**src/rtl/mem_access_stage.sv**
```systemverilog
// MEM stage of the Mini-RISC-V pipeline: data-memory loads/stores over a req/ack
// handshake, with byte lanes, load extension, upstream stall and the MEM_WB bundle.
module mem_access_stage #(
  parameter int TIMEOUT = 16
) (
  input  logic        clk,
  input  logic        Rst,
  input  logic        debug,
  input  logic        EX_MEM_valid,
  input  logic [31:0] EX_MEM_alures,
  input  logic [31:0] EX_MEM_storeval,
  input  logic        EX_MEM_memread,
  input  logic        EX_MEM_memwrite,
  input  logic [2:0]  EX_MEM_funct3,
  input  logic        EX_MEM_regwrite,
  input  logic [4:0]  EX_MEM_rd,
  output logic        dmem_req,
  output logic        dmem_we,
  output logic [31:0] dmem_addr,
  output logic [3:0]  dmem_be,
  output logic [31:0] dmem_wdata,
  input  logic        dmem_ack,
  input  logic [31:0] dmem_rdata,
  output logic        MEM_stall,
  output logic        MEM_fault,
  output logic [31:0] MEM_WB_alures,
  output logic [31:0] MEM_WB_memres,
  output logic        MEM_WB_memread,
  output logic        MEM_WB_regwrite,
  output logic [4:0]  MEM_WB_rd
);

  typedef enum logic [1:0] {S_IDLE, S_WAIT, S_DONE} state_t;

  state_t      state;
  logic [7:0]  tmo_cnt;
  logic        tmo_hit;
  logic [31:0] load_data;

  logic        access, is_load, bad_f3, misaligned, fault, legal;
  logic [3:0]  be_next;
  logic [31:0] wdata_next, ext_data, byte_word;
  logic [15:0] half_sel;

  always_comb begin
    // NOTE: every always_comb output gets a default first so no latch is inferred.
    bad_f3     = 1'b0;
    misaligned = 1'b0;
    be_next    = 4'b1111;
    wdata_next = 32'h0;
    ext_data   = dmem_rdata;

    // memread wins when both are set
    is_load = EX_MEM_memread;
    access  = EX_MEM_valid & (EX_MEM_memread | EX_MEM_memwrite);

    case (EX_MEM_funct3)
      3'b000:         ;
      3'b001:         misaligned = EX_MEM_alures[0];
      3'b010:         misaligned = |EX_MEM_alures[1:0];
      3'b100, 3'b101: begin
        bad_f3     = !is_load;
        misaligned = EX_MEM_funct3[0] & EX_MEM_alures[0];
      end
      default:        bad_f3 = 1'b1;
    endcase
    fault = access & (bad_f3 | misaligned);
    legal = access & !fault;

    if (!is_load) begin
      case (EX_MEM_funct3[1:0])
        2'b00: begin
          be_next    = 4'b0001 << EX_MEM_alures[1:0];
          wdata_next = {4{EX_MEM_storeval[7:0]}};
        end
        2'b01: begin
          be_next    = 4'b0011 << EX_MEM_alures[1:0];
          wdata_next = {2{EX_MEM_storeval[15:0]}};
        end
        default: wdata_next = EX_MEM_storeval;
      endcase
    end

    byte_word = dmem_rdata >> {EX_MEM_alures[1:0], 3'b000};
    half_sel  = EX_MEM_alures[1] ? dmem_rdata[31:16] : dmem_rdata[15:0];
    case (EX_MEM_funct3)
      3'b000:  ext_data = {{24{byte_word[7]}}, byte_word[7:0]};
      3'b001:  ext_data = {{16{half_sel[15]}}, half_sel};
      3'b100:  ext_data = {24'h0, byte_word[7:0]};
      3'b101:  ext_data = {16'h0, half_sel};
      default: ext_data = dmem_rdata;
    endcase
  end

  always_comb begin
    MEM_stall = 1'b0;
    case (state)
      S_IDLE:  MEM_stall = legal;
      S_WAIT:  MEM_stall = 1'b1;
      S_DONE:  MEM_stall = debug;
      default: MEM_stall = 1'b0;
    endcase
  end

  always_ff @(posedge clk) begin
    // NOTE: sequential state uses non-blocking assignments only.
    if (Rst) begin
      state           <= S_IDLE;
      tmo_cnt         <= 8'd0;
      tmo_hit         <= 1'b0;
      load_data       <= 32'h0;
      dmem_req        <= 1'b0;
      dmem_we         <= 1'b0;
      dmem_addr       <= 32'h0;
      dmem_be         <= 4'h0;
      dmem_wdata      <= 32'h0;
      MEM_fault       <= 1'b0;
      MEM_WB_alures   <= 32'h0;
      MEM_WB_memres   <= 32'h0;
      MEM_WB_memread  <= 1'b0;
      MEM_WB_regwrite <= 1'b0;
      MEM_WB_rd       <= 5'd0;
    end else begin
      MEM_fault <= 1'b0;
      case (state)
        S_IDLE: if (!debug) begin
          if (legal) begin
            dmem_req        <= 1'b1;
            dmem_we         <= !is_load;
            dmem_addr       <= {EX_MEM_alures[31:2], 2'b00};
            dmem_be         <= be_next;
            dmem_wdata      <= wdata_next;
            MEM_WB_regwrite <= 1'b0;
            tmo_cnt         <= 8'd0;
            tmo_hit         <= 1'b0;
            state           <= S_WAIT;
          end else begin
            MEM_WB_alures   <= EX_MEM_alures;
            MEM_WB_memres   <= 32'h0;
            MEM_WB_memread  <= EX_MEM_memread;
            MEM_WB_regwrite <= EX_MEM_regwrite & !fault;
            MEM_WB_rd       <= EX_MEM_rd;
            MEM_fault       <= fault;
          end
        end
        S_WAIT: begin
          if (dmem_ack) begin
            dmem_req  <= 1'b0;
            load_data <= is_load ? ext_data : 32'h0;
            state     <= S_DONE;
          end else if (tmo_cnt == 8'(TIMEOUT - 1)) begin
            dmem_req  <= 1'b0;
            load_data <= 32'h0;
            tmo_hit   <= 1'b1;
            MEM_fault <= 1'b1;
            state     <= S_DONE;
          end else begin
            tmo_cnt <= tmo_cnt + 8'd1;
          end
        end
        S_DONE: if (!debug) begin
          MEM_WB_alures   <= EX_MEM_alures;
          MEM_WB_memres   <= load_data;
          MEM_WB_memread  <= EX_MEM_memread;
          MEM_WB_regwrite <= EX_MEM_regwrite & !tmo_hit;
          MEM_WB_rd       <= EX_MEM_rd;
          state           <= S_IDLE;
        end
        default: state <= S_IDLE;
      endcase
    end
  end

endmodule

```
**config.mk**
```make
export PLATFORM = sky130hd
export DESIGN_NAME = mem_access_stage
export DESIGN_NICKNAME = d
export VERILOG_FILES = /design/src/rtl/mem_access_stage.sv
export SDC_FILE = /design/constraint.sdc
export NUM_CORES = 1
export LEC_CHECK = 0
export BUFFER_PORTS_ARGS = -buffer_cell sky130_fd_sc_hd__buf_4
export CORE_UTILIZATION = 47
export CTS_CLUSTER_SIZE = 28
export DETAILED_ROUTE_END_ITERATION = 12
export PLACE_DENSITY = 0.84
export SETUP_SLACK_MARGIN = 0.15
export SYNTH_ARGS = -nofsm -noshare
export SYNTH_HDL_FRONTEND = slang
export SYNTH_SLANG_ARGS = --single-unit
export TNS_END_PERCENT = 50
```
**constraint.sdc**
```tcl
create_clock -name clk -period 1.89 [get_ports clk]
set_input_delay 0.378 -clock clk [delete_from_list [all_inputs] [get_ports clk]]
set_output_delay 0.378 -clock clk [all_outputs]
set_load 0.01 [all_outputs]
```
==> impl_metrics.ini <==
[cts]
htreeDepth = 4
clk_path_buf_depth = 2
root_buffer = clkbuf_16
clkTransAtPathRegs_ps = 70
cts_sinks = 183
cts_buffers = 17
ctsHoldBuffers = 0
cts_tree = done
clkLatencyLatePin_ps = 440

[timing]
setup_ws_ps = 37.7
fin_worst_skew_ps = 9.82
rsz0062_at_grt = yes
min_period_ps = 1850
max_freq_ghz = 0.540
slew_headroom = 0.554
fin_crit_sh = 0.980
setup_viol = 0
hold_viol = 0
worstMarginPinSlew_ps = 669
slew_viol_final = 0

[placed_design]
pre_cts_slack_ps = -213
gp_congestion = 0.829
port_buffers = 252
dp_hpwl_mm = 17.7
dp.cells = 1367

[finish]
fillers = 1384
num_antenna_cells = 0
final_nets = 1286
fin_cells = 1410
area_growth_pct = 38.8
drive_gt1_frac = 0.331

[drt]
dr.pass1.iters = 5
drtIter0Drc = 716
post-route-drc-count = 0
via_count = 7996
via_per_inst = 5.67
wl_per_cell_microns = 18.6
routed_wl_mm = 26.2
ant_nets = 0

[worst_setup_path]
worstPathRequired_ps = 2210
reg2reg_slack_ps = 40
worstSetupPathType = reg -> reg
crit_fanout = 8
startpoint_type = flip-flop
cp.arrival_ps = 2170
endpoint_kind = flip-flop

[grt]
grt_max_degree = 155
grt_pass1_wl_mm = 39.5
grt_util_all_layers = 0.277
grt-ovfl-total = 0
antenna_found_initial = 0
grt_pass1_vias = 7411

[logic_synthesis]
synth_flop_cell = dfxtp_1
yosysMostFrequentCell = dfxtp_1
synth_top_area_share = 0.437
yosys-top-cells-area = dfxtp_1 (44%), mux2i_1 (12%), nand2b_1 (8.7%)
synth_top_area_cell = dfxtp_1
netlist_instances = 922
synthDistinctLibCells = 51
synth_edf_count = 0
synth-seq-cells = 183
synth-async-reset-ratio = 0
ys_warn_count = 0
syn-cell-area_sq_um = 8370
synth_common_cells = dfxtp_1 (183), nand2b_1 (116), mux2i_1 (99), a21oi_1 (78), clkbuf_1 (70)
synth-seq-area-share = 0.437
synth.avg_cell_area_sq_um = 9.08

[power_and_ir_drop]
power_density_nw_per_um2 = 752
p_sw_frac = 0.277
p_clk_frac = 0.392
switchingPower_mw = 2.42
power.leakage_nw = 4.91
ir_drop_mv = 0.560
seqPwrFrac = 0.457
combPwrFrac = 0.151
p_int_mw = 6.33

[floorplanning]
io_pins = 255
start_util = 0.482
design.core.area_sq_um = 17400
die_y_microns = 135
die_w_microns = 135
rows = 48
fp.dieArea_sq_um = 18400

[min_path]
hp-class = in -> reg

[job]
cap_viol_max_count = 0

[run_status]
status = finished clean
-- area by class of cell --
cell class,instances,area [sq um],area share
clock buffers,17,425,0.0366
clock inverters,14,136,0.0117
inverters,4,15.0,0.00129
multi-input cells,649,4450,0.383
flip-flops and latches,183,3670,0.315
well taps,225,282,0.0242
repair buffers,318,2650,0.228
-- per-stage QoR --
stage / setup TNS [ps] / power, mW / util / cell area (sq um) / hold slack, ps
2_1_floorplan: -5380 / 4.71 / - / 8380 / 432
3_5_place_dp: -11100 / 5.33 / 0.621 / 10800 / 446
6_report: 0 / 8.75 / 0.670 / 11600 / 182
4_1_cts: 0 / 8.75 / 0.663 / 11500 / 165
3_3_place_gp: -7800 / 5.31 / 0.621 / 10800 / 444
5_1_grt: -17.7 / 9.04 / 0.670 / 11600 / 172
-- cells by family after synthesis --
| logic type | Yosys count | share of synthesized area |
|---|---|---|
| AND/OR/NAND/NOR | 310 | 0.214 |
| other | 1 | 0.000448 |
| adder cells (fa/ha/maj) | 1 | 0.00149 |
| multiplexers | 102 | 0.124 |
| AO/OA/AOI/OAI | 234 | 0.173 |
| flip-flops | 183 | 0.437 |
| buffers and inverters | 91 | 0.0492 |
-- power by group through the flow --
stage	combinational [mW]	clock, mW	sequential [mW]
final	1.32	3.43	4.00
after global routing	1.40	3.63	4.01
after CTS	1.29	3.47	4.00
after detailed placement	1.24	0	4.09
after global placement	1.22	0	4.08
after floorplan	0.590	0	4.12
-- sequential cells by signal (all words and copies together) (netlist names), 2 cells and up --
register       count
state              2
load_data         32
MEM_WB_memres     32
dmem_addr         30
tmo_cnt            8
dmem_wdata        32
MEM_WB_alures     32
dmem_be            4
MEM_WB_rd          5
-- layer usage --
layer,up-vias,track usage,wire (microns)
met5,-,0,0
met4,0,0.0955,694
met3,59,0.0767,1990
met2,365,0.456,12700
met1,3779,0.346,10800
li1,3793,-,-
-- final timing paths --
check / from / end / depth (start not counted)
setup / recovery: tmo_cnt[6] / load_data[27] / 5
hold reg to reg: load_data[19] / MEM_WB_memres[19] / 2
hold / removal: dmem_rdata[16] / load_data[16] / 2
setup reg to reg: tmo_cnt[6] / load_data[27] / 5
-- cell usage in the layout, fill, tap and decap left out, types with 5 or more instances in the layout --
cell	n
buf_4	292
and3b_1	5
or4_1	17
nand2b_1	116
o21ai_0	64
nand4b_1	16
a31o_2	7
a22o_1	8
o2bb2ai_1	7
nand2_1	59
a221o_1	16
dfxtp_1	180
o211ai_1	10
nor2b_1	11
a21oi_1	76
mux2i_1	99
nor2_1	12
clkinv_4	5
buf_6	9
nand3_1	42
buf_12	14
nand3b_1	7
clkbuf_16	20
o21ai_1	19
-- critical path, cell delays in order (launching register included) --
cell	delay (ps)
dfxtp_2	320
or4_4	570
o21ai_4	210
a21oi_4	130
clkbuf_16	200
a221o_1	300
-- repair_timing --
action | CTS | global route
pin swaps | 7 | 24
resized for setup | 20 | 19
endpoints found under the setup margin | 33 | 75
cloned | 3 | 2
buffers inserted | 4 | 3
(Power assumes the default switching activity.)
